<file path="config.mk">
export PLATFORM = sky130hd
export DESIGN_NAME = ifns_tx_arbiter_21
export DESIGN_NICKNAME = d
export VERILOG_FILES = /design/src/rtl/ifns_tx_arbiter_21.sv
export SDC_FILE = /design/constraint.sdc
export NUM_CORES = 1
export LEC_CHECK = 0
export CAP_MARGIN = 30
export CORE_MARGIN = 1
export CORE_UTILIZATION = 35
export CTS_CLUSTER_SIZE = 16
export DETAILED_ROUTE_END_ITERATION = 8
export GPL_ROUTABILITY_DRIVEN = 0
export MAX_ROUTING_LAYER = met4
export SYNTH_ARGS = -nofsm -noshare
export SYNTH_HDL_FRONTEND = slang
export SYNTH_SLANG_ARGS = --single-unit
</file>
<file path="constraint.sdc">
create_clock -name clock -period 2.13 [get_ports clock]
set_clock_uncertainty 0.15 [all_clocks]
set_input_delay 0.426 -clock clock [delete_from_list [all_inputs] [get_ports clock]]
set_output_delay 0.426 -clock clock [all_outputs]
set_load 0.02 [all_outputs]
</file>
<file path="src/rtl/ifns_tx_arbiter_21.sv">
// Two-requester round-robin arbiter feeding one shared IFNS (21,15) encoder into a
// one-entry registered output slot with valid/ready handshake and a saturating delivery count.

module encoderIFNS_15di_core (
  input  logic [14:0] di,
  output logic        d1,
  output logic        d2,
  output logic        d3,
  output logic        d4,
  output logic        d5,
  output logic        d6,
  output logic        d7,
  output logic        d8,
  output logic        d9,
  output logic        d10,
  output logic        d11,
  output logic        d12,
  output logic        d13,
  output logic        d14,
  output logic        d15,
  output logic        d16,
  output logic        d17,
  output logic        d18,
  output logic        d19,
  output logic        d20,
  output logic        d21
);
  // Data sits at the non-power-of-two positions 1..20; d21 is overall parity.
  assign d3  = di[0];
  assign d5  = di[1];
  assign d6  = di[2];
  assign d7  = di[3];
  assign d9  = di[4];
  assign d10 = di[5];
  assign d11 = di[6];
  assign d12 = di[7];
  assign d13 = di[8];
  assign d14 = di[9];
  assign d15 = di[10];
  assign d17 = di[11];
  assign d18 = di[12];
  assign d19 = di[13];
  assign d20 = di[14];

  assign d1  = ^{di[0], di[1], di[3], di[4], di[6], di[8], di[10], di[11], di[13]};
  assign d2  = ^{di[0], di[2], di[3], di[5], di[6], di[9], di[10], di[12], di[13]};
  assign d4  = ^{di[1], di[2], di[3], di[7], di[8], di[9], di[10], di[14]};
  assign d8  = ^{di[4], di[5], di[6], di[7], di[8], di[9], di[10]};
  assign d16 = ^{di[11], di[12], di[13], di[14]};

  assign d21 = ^{d1, d2, d3, d4, d5, d6, d7, d8, d9, d10,
                 d11, d12, d13, d14, d15, d16, d17, d18, d19, d20};
endmodule

module ifns_tx_arbiter_21 #(
  parameter bit          HOLD_LAST = 1'b1,
  parameter int unsigned CNT_W     = 16
) (
  input  logic             clock,
  input  logic             rst_n,
  input  logic             req0_valid,
  input  logic             req1_valid,
  input  logic [14:0]      req0_data,
  input  logic [14:0]      req1_data,
  output logic             req0_ready,
  output logic             req1_ready,
  output logic             out_valid,
  input  logic             out_ready,
  output logic [21:1]      codeout,
  output logic             out_src,
  output logic [CNT_W-1:0] tx_count
);

  typedef enum logic [0:0] {StEmpty, StFull} state_e;

  state_e           state_q;
  logic [21:1]      codeout_q;
  logic             out_src_q;
  logic             ptr_q;
  logic [CNT_W-1:0] tx_count_q;

  logic        slot_free;
  logic        win0;
  logic        win1;
  logic        accept;
  logic        deliver;
  logic [14:0] enc_in;
  logic [21:1] enc_out;

  always_comb begin
    win0 = 1'b0;
    win1 = 1'b0;
    if (ptr_q == 1'b0) begin
      win0 = req0_valid;
      win1 = !req0_valid && req1_valid;
    end else begin
      win1 = req1_valid;
      win0 = !req1_valid && req0_valid;
    end
  end

  assign slot_free  = (state_q == StEmpty) || out_ready;
  // Gate with rst_n so nothing is accepted while reset is held.
  assign req0_ready = rst_n && slot_free && win0;
  assign req1_ready = rst_n && slot_free && win1;
  assign accept     = req0_ready || req1_ready;
  assign deliver    = (state_q == StFull) && out_ready;
  assign enc_in     = win1 ? req1_data : req0_data;

  encoderIFNS_15di_core u_core (
    .di  (enc_in),
    .d1  (enc_out[1]),
    .d2  (enc_out[2]),
    .d3  (enc_out[3]),
    .d4  (enc_out[4]),
    .d5  (enc_out[5]),
    .d6  (enc_out[6]),
    .d7  (enc_out[7]),
    .d8  (enc_out[8]),
    .d9  (enc_out[9]),
    .d10 (enc_out[10]),
    .d11 (enc_out[11]),
    .d12 (enc_out[12]),
    .d13 (enc_out[13]),
    .d14 (enc_out[14]),
    .d15 (enc_out[15]),
    .d16 (enc_out[16]),
    .d17 (enc_out[17]),
    .d18 (enc_out[18]),
    .d19 (enc_out[19]),
    .d20 (enc_out[20]),
    .d21 (enc_out[21])
  );

  always_ff @(posedge clock or negedge rst_n) begin
    if (!rst_n) begin
      state_q    <= StEmpty;
      codeout_q  <= '0;
      out_src_q  <= 1'b0;
      ptr_q      <= 1'b0;
      tx_count_q <= '0;
    end else begin
      if (accept) begin
        state_q   <= StFull;
        codeout_q <= enc_out;
        out_src_q <= req1_ready;
        ptr_q     <= !req1_ready;
      end else if (deliver) begin
        state_q <= StEmpty;
        if (!HOLD_LAST) codeout_q <= '0;
      end
      if (deliver && (tx_count_q != {CNT_W{1'b1}})) begin
        tx_count_q <= tx_count_q + {{(CNT_W-1){1'b0}}, 1'b1};
      end
    end
  end

  assign out_valid = (state_q == StFull);
  assign codeout   = codeout_q;
  assign out_src   = out_src_q;
  assign tx_count  = tx_count_q;

endmodule

</file>
==> impl_summary.md <==
STA
Setup violations remaining at the end of the flow were counted as 0. Setup total negative slack on the finished layout was measured at 0 ns. The count of final max-slew check failures is 0. Setup repair after global routing could not meet its margin everywhere. The worst-case headroom to the max-slew limit is 64.63%.

The hold violation total from the final report is 0. The shortest period the worst path allows is 2.065 ns. The final critical-path share of the clock period is 96.95%. The transition time at the pin with the least slew margin is 0.5305 ns. For this run, the top clock speed supported by timing is 484.3 MHz. The worst hold slack is 0.06435 ns.

Pwr
The standby leakage power is 1.610 nW. After layout, the design draws a total of 3.105 mW. The worst-case IR drop observed on VDD is 0.5137 mV. Dividing total power by cell area gives a power density of 854.0 nW/um^2.

Hold path
The path class of the tightest hold or removal check is primary input to async pin.

Synth
The number of synthesized register bits is 40. The instance count of the mapped netlist is 227. Each instance of the synthesized netlist takes up on average 10.29 um^2.

The net count after synthesis is 263. The synthesized netlist contains 35 unique library cells. During synthesis, Yosys emitted a total of 0 warnings. Of the synthesized area, sequential elements account for 42.87%.

In this run the cell area of the synthesized design comes to 2335 um^2.

Flow run
The reported max-cap violation count is 0.

Finish
The finished layout holds 424 standard cells, fillers aside. The layout has 592 filler cells. The most common cell after layout, fill and taps aside is sky130_fd_sc_hd__clkdlybuf4s50_1. The fraction of final layout cells with drive strength greater than 1 is 20.75%. The final layout contains 383 nets. The number of diodes added for antenna fixing is 0.

The library cells used most frequently in the layout, excluding fill and tap cells, are 71 x sky130_fd_sc_hd__clkdlybuf4s50_1, 47 x sky130_fd_sc_hd__xnor2_1, 46 x sky130_fd_sc_hd__buf_4. The final design instance area without fill is 3636 um^2. From synthesis to final layout, the design area changed by 55.73%.

Placement
After legalization and detailed placement, the total HPWL measured 4309 um. The count of buffers added on input and output ports is 75. The cell total after placement is 416. The placed instance area is 3463 um^2.

Floorplan
After floorplanning, the core was divided into 29 placement rows. The die is 83.68 um wide. The starting density of the core is 36.56%. For this design the top-level I/O count stands at 76. The die covers 7002 um^2. The placeable core area is 6386 um^2. The die height is 83.68 um.

Critical path
In this run the critical register-to-register path is captured at tx_count[10]$_DFFE_PN0P_. In this run the worst setup path terminates at codeout[21]$_DFFE_PN0P_. The critical path required time is 2.16 ns. The worst setup path is captured at a flop. By startpoint and endpoint, the worst setup path is classified as primary input to flop. The sort of element at the start of the critical path is a primary input. The number of cells on the worst reg-to-reg path is 7. The largest fanout on the critical path is 2.

The flop-to-flop setup slack is 0.26 ns. The launching instance or port of the critical path is req0_data[3]. The startpoint identified for the worst register-to-register timing path is tx_count[3]$_DFFE_PN0P_. The signal arrival time at the worst endpoint is 2.09 ns.

Detailed routing
The DRC violations left is 0. The routed design has 5350 um of wire. In the final routed layout, each cell accounts on average for 12.62 um. Using the TritonRoute via totals, the vias-per-cell ratio works out to 4.599. The number of iterations in the first detailed-routing pass is 3. The total number of vias is 1950. The initial detailed-routing violation count is 42.

The residual antenna-violating net count after detailed routing is 0.

GRT
The total routing resource utilization after global routing is 16.71%. The number of global-route vias before repair is 1960. The total overflow left after global routing is 0. The maximum number of pins on one net before global-route repair is 42.

The initial antenna violation count is 0. The wire length of the first global-routing pass is 9121 um.

Clock network
The tree built by TritonCTS fans out to 40 sinks. The clock tree synthesis step divided the H-tree into 2 levels. The tree is rooted in a sky130_fd_sc_hd__clkbuf_8. At the later pin of the worst-skew pair, clock insertion delay measures 0.29 ns. The register clock-pin slew on the reported worst setup and hold paths is 0.08 ns.

TritonCTS built the clock tree. The total CTS buffers is 5. The maximum count of clock buffers along a single path is 2.

Run status
The flow ran to the end, and the final reports show no timing, DRC or antenna violations.
## how the worst min path moves through the flow
stage / startpoint / endpoint / slack, ns
floorplan: rst_n / codeout[10]$_DFFE_PN0P_ / -0.02
global placement: codeout[9]$_DFFE_PN0P_ / codeout[9]$_DFFE_PN0P_ / 0.32
detailed placement: codeout[18]$_DFFE_PN0P_ / codeout[18]$_DFFE_PN0P_ / 0.32
CTS: rst_n / codeout[5]$_DFFE_PN0P_ / 0.09
global route: rst_n / tx_count[3]$_DFFE_PN0P_ / 0.11
finish: rst_n / tx_count[2]$_DFFE_PN0P_ / 0.06
## area by class of cell
| cell class | count | area [um^2] | area share [%] |
|---|---|---|---|
| clock buffer | 5 | 68.82 | 1.893 |
| clock inverter | 2 | 60.06 | 1.652 |
| inverter | 2 | 7.507 | 0.2065 |
| multi-input combinational | 178 | 1321 | 36.34 |
| sequential | 40 | 1001 | 27.53 |
| tap | 77 | 96.34 | 2.650 |
| timing repair buffer | 120 | 1081 | 29.73 |
## worst max-delay path, stage by stage
cell                              delay, ns
sky130_fd_sc_hd__clkdlybuf4s50_1       0.47
sky130_fd_sc_hd__buf_4                 0.17
sky130_fd_sc_hd__xnor2_1               0.19
sky130_fd_sc_hd__xnor2_1               0.16
sky130_fd_sc_hd__xnor2_1               0.19
sky130_fd_sc_hd__mux2i_4               0.13
sky130_fd_sc_hd__xor2_2                0.16
sky130_fd_sc_hd__xnor2_1               0.13
sky130_fd_sc_hd__o21ai_1               0.06
## what timing repair did
item | CTS | global route
pin swaps | 1 | 2
hold endpoints to repair | 0 | 0
setup endpoints to repair | 2 | 5
setup buffers | 0 | 1
gates resized for setup | 14 | 5
hold buffers | 0 | 0
## sequential cells by signal, indices dropped and copies added (netlist names)
name       flops
tx_count      16
out_valid      1
codeout       21
out_src        1
ptr_q          1
## kinds of logic after synthesis
kind of cell / Yosys count / share of synthesized area (%)
xor gates and xnor gates: 64 / 25.83
adders and majority gates: 1 / 0.5358
DFF: 40 / 42.87
muxes: 18 / 8.360
AOI/OAI and AO/OA: 35 / 8.414
and+or+nand+nor: 60 / 11.63
buffers and inverters: 9 / 2.358
## cells in the mapped netlist
library cell / number / area share (%)
sky130_fd_sc_hd__mux2_2: 2 / 0.96
sky130_fd_sc_hd__a211oi_1: 1 / 0.32
sky130_fd_sc_hd__dfrtp_1: 40 / 43
sky130_fd_sc_hd__buf_4: 1 / 0.32
sky130_fd_sc_hd__nand3_1: 5 / 1.1
sky130_fd_sc_hd__xor2_2: 1 / 0.70
sky130_fd_sc_hd__nand2_1: 35 / 5.6
sky130_fd_sc_hd__a31oi_1: 2 / 0.54
sky130_fd_sc_hd__mux2i_1: 15 / 6.4
sky130_fd_sc_hd__a21oi_2: 1 / 0.38
sky130_fd_sc_hd__mux2i_4: 1 / 0.96
sky130_fd_sc_hd__and2_1: 1 / 0.27
sky130_fd_sc_hd__inv_1: 2 / 0.32
sky130_fd_sc_hd__nand2b_1: 1 / 0.27
sky130_fd_sc_hd__o21ai_2: 3 / 1.1
sky130_fd_sc_hd__a21oi_1: 3 / 0.64
sky130_fd_sc_hd__o21ai_1: 3 / 0.64
sky130_fd_sc_hd__nor3_1: 1 / 0.21
sky130_fd_sc_hd__xor2_1: 12 / 4.5
sky130_fd_sc_hd__o22ai_1: 1 / 0.27
sky130_fd_sc_hd__and2_2: 1 / 0.32
sky130_fd_sc_hd__xnor2_1: 48 / 18
sky130_fd_sc_hd__and4_1: 2 / 0.75
sky130_fd_sc_hd__and3_1: 3 / 0.80
sky130_fd_sc_hd__ha_1: 1 / 0.54
sky130_fd_sc_hd__clkbuf_8: 1 / 0.59
sky130_fd_sc_hd__clkdlybuf4s15_1: 1 / 0.43
sky130_fd_sc_hd__nor2b_1: 1 / 0.27
sky130_fd_sc_hd__buf_2: 1 / 0.21
sky130_fd_sc_hd__o21ai_0: 21 / 4.5
sky130_fd_sc_hd__nand4_1: 4 / 1.1
sky130_fd_sc_hd__xnor3_1: 2 / 1.9
sky130_fd_sc_hd__nor2_1: 6 / 0.96
sky130_fd_sc_hd__clkbuf_1: 3 / 0.48
sky130_fd_sc_hd__xnor2_2: 1 / 0.70
## report_power, final
group / internal, mW / switching (mW)
clock network: 0.462 / 0.276
registers: 0.923 / 0.143
logic: 0.698 / 0.603
total: 2.08 / 1.02
## metal layers
layer,routed length (um),track usage [%],vias up
met3,350,5.143,5
met2,2608,27.27,62
li1,-,-,998
met5,0,-,-
met4,43,3.698,0
met1,2347,20.38,885
## stage by stage
stage	setup slack, ns	util, %
after floorplan	0.2596	-
after global placement	-0.5850	54.23
after detailed placement	-0.5937	54.23
after CTS	0.02632	56.35
after global routing	-0.03392	56.94
final	0.06496	56.94
(Power assumes the default switching activity.)
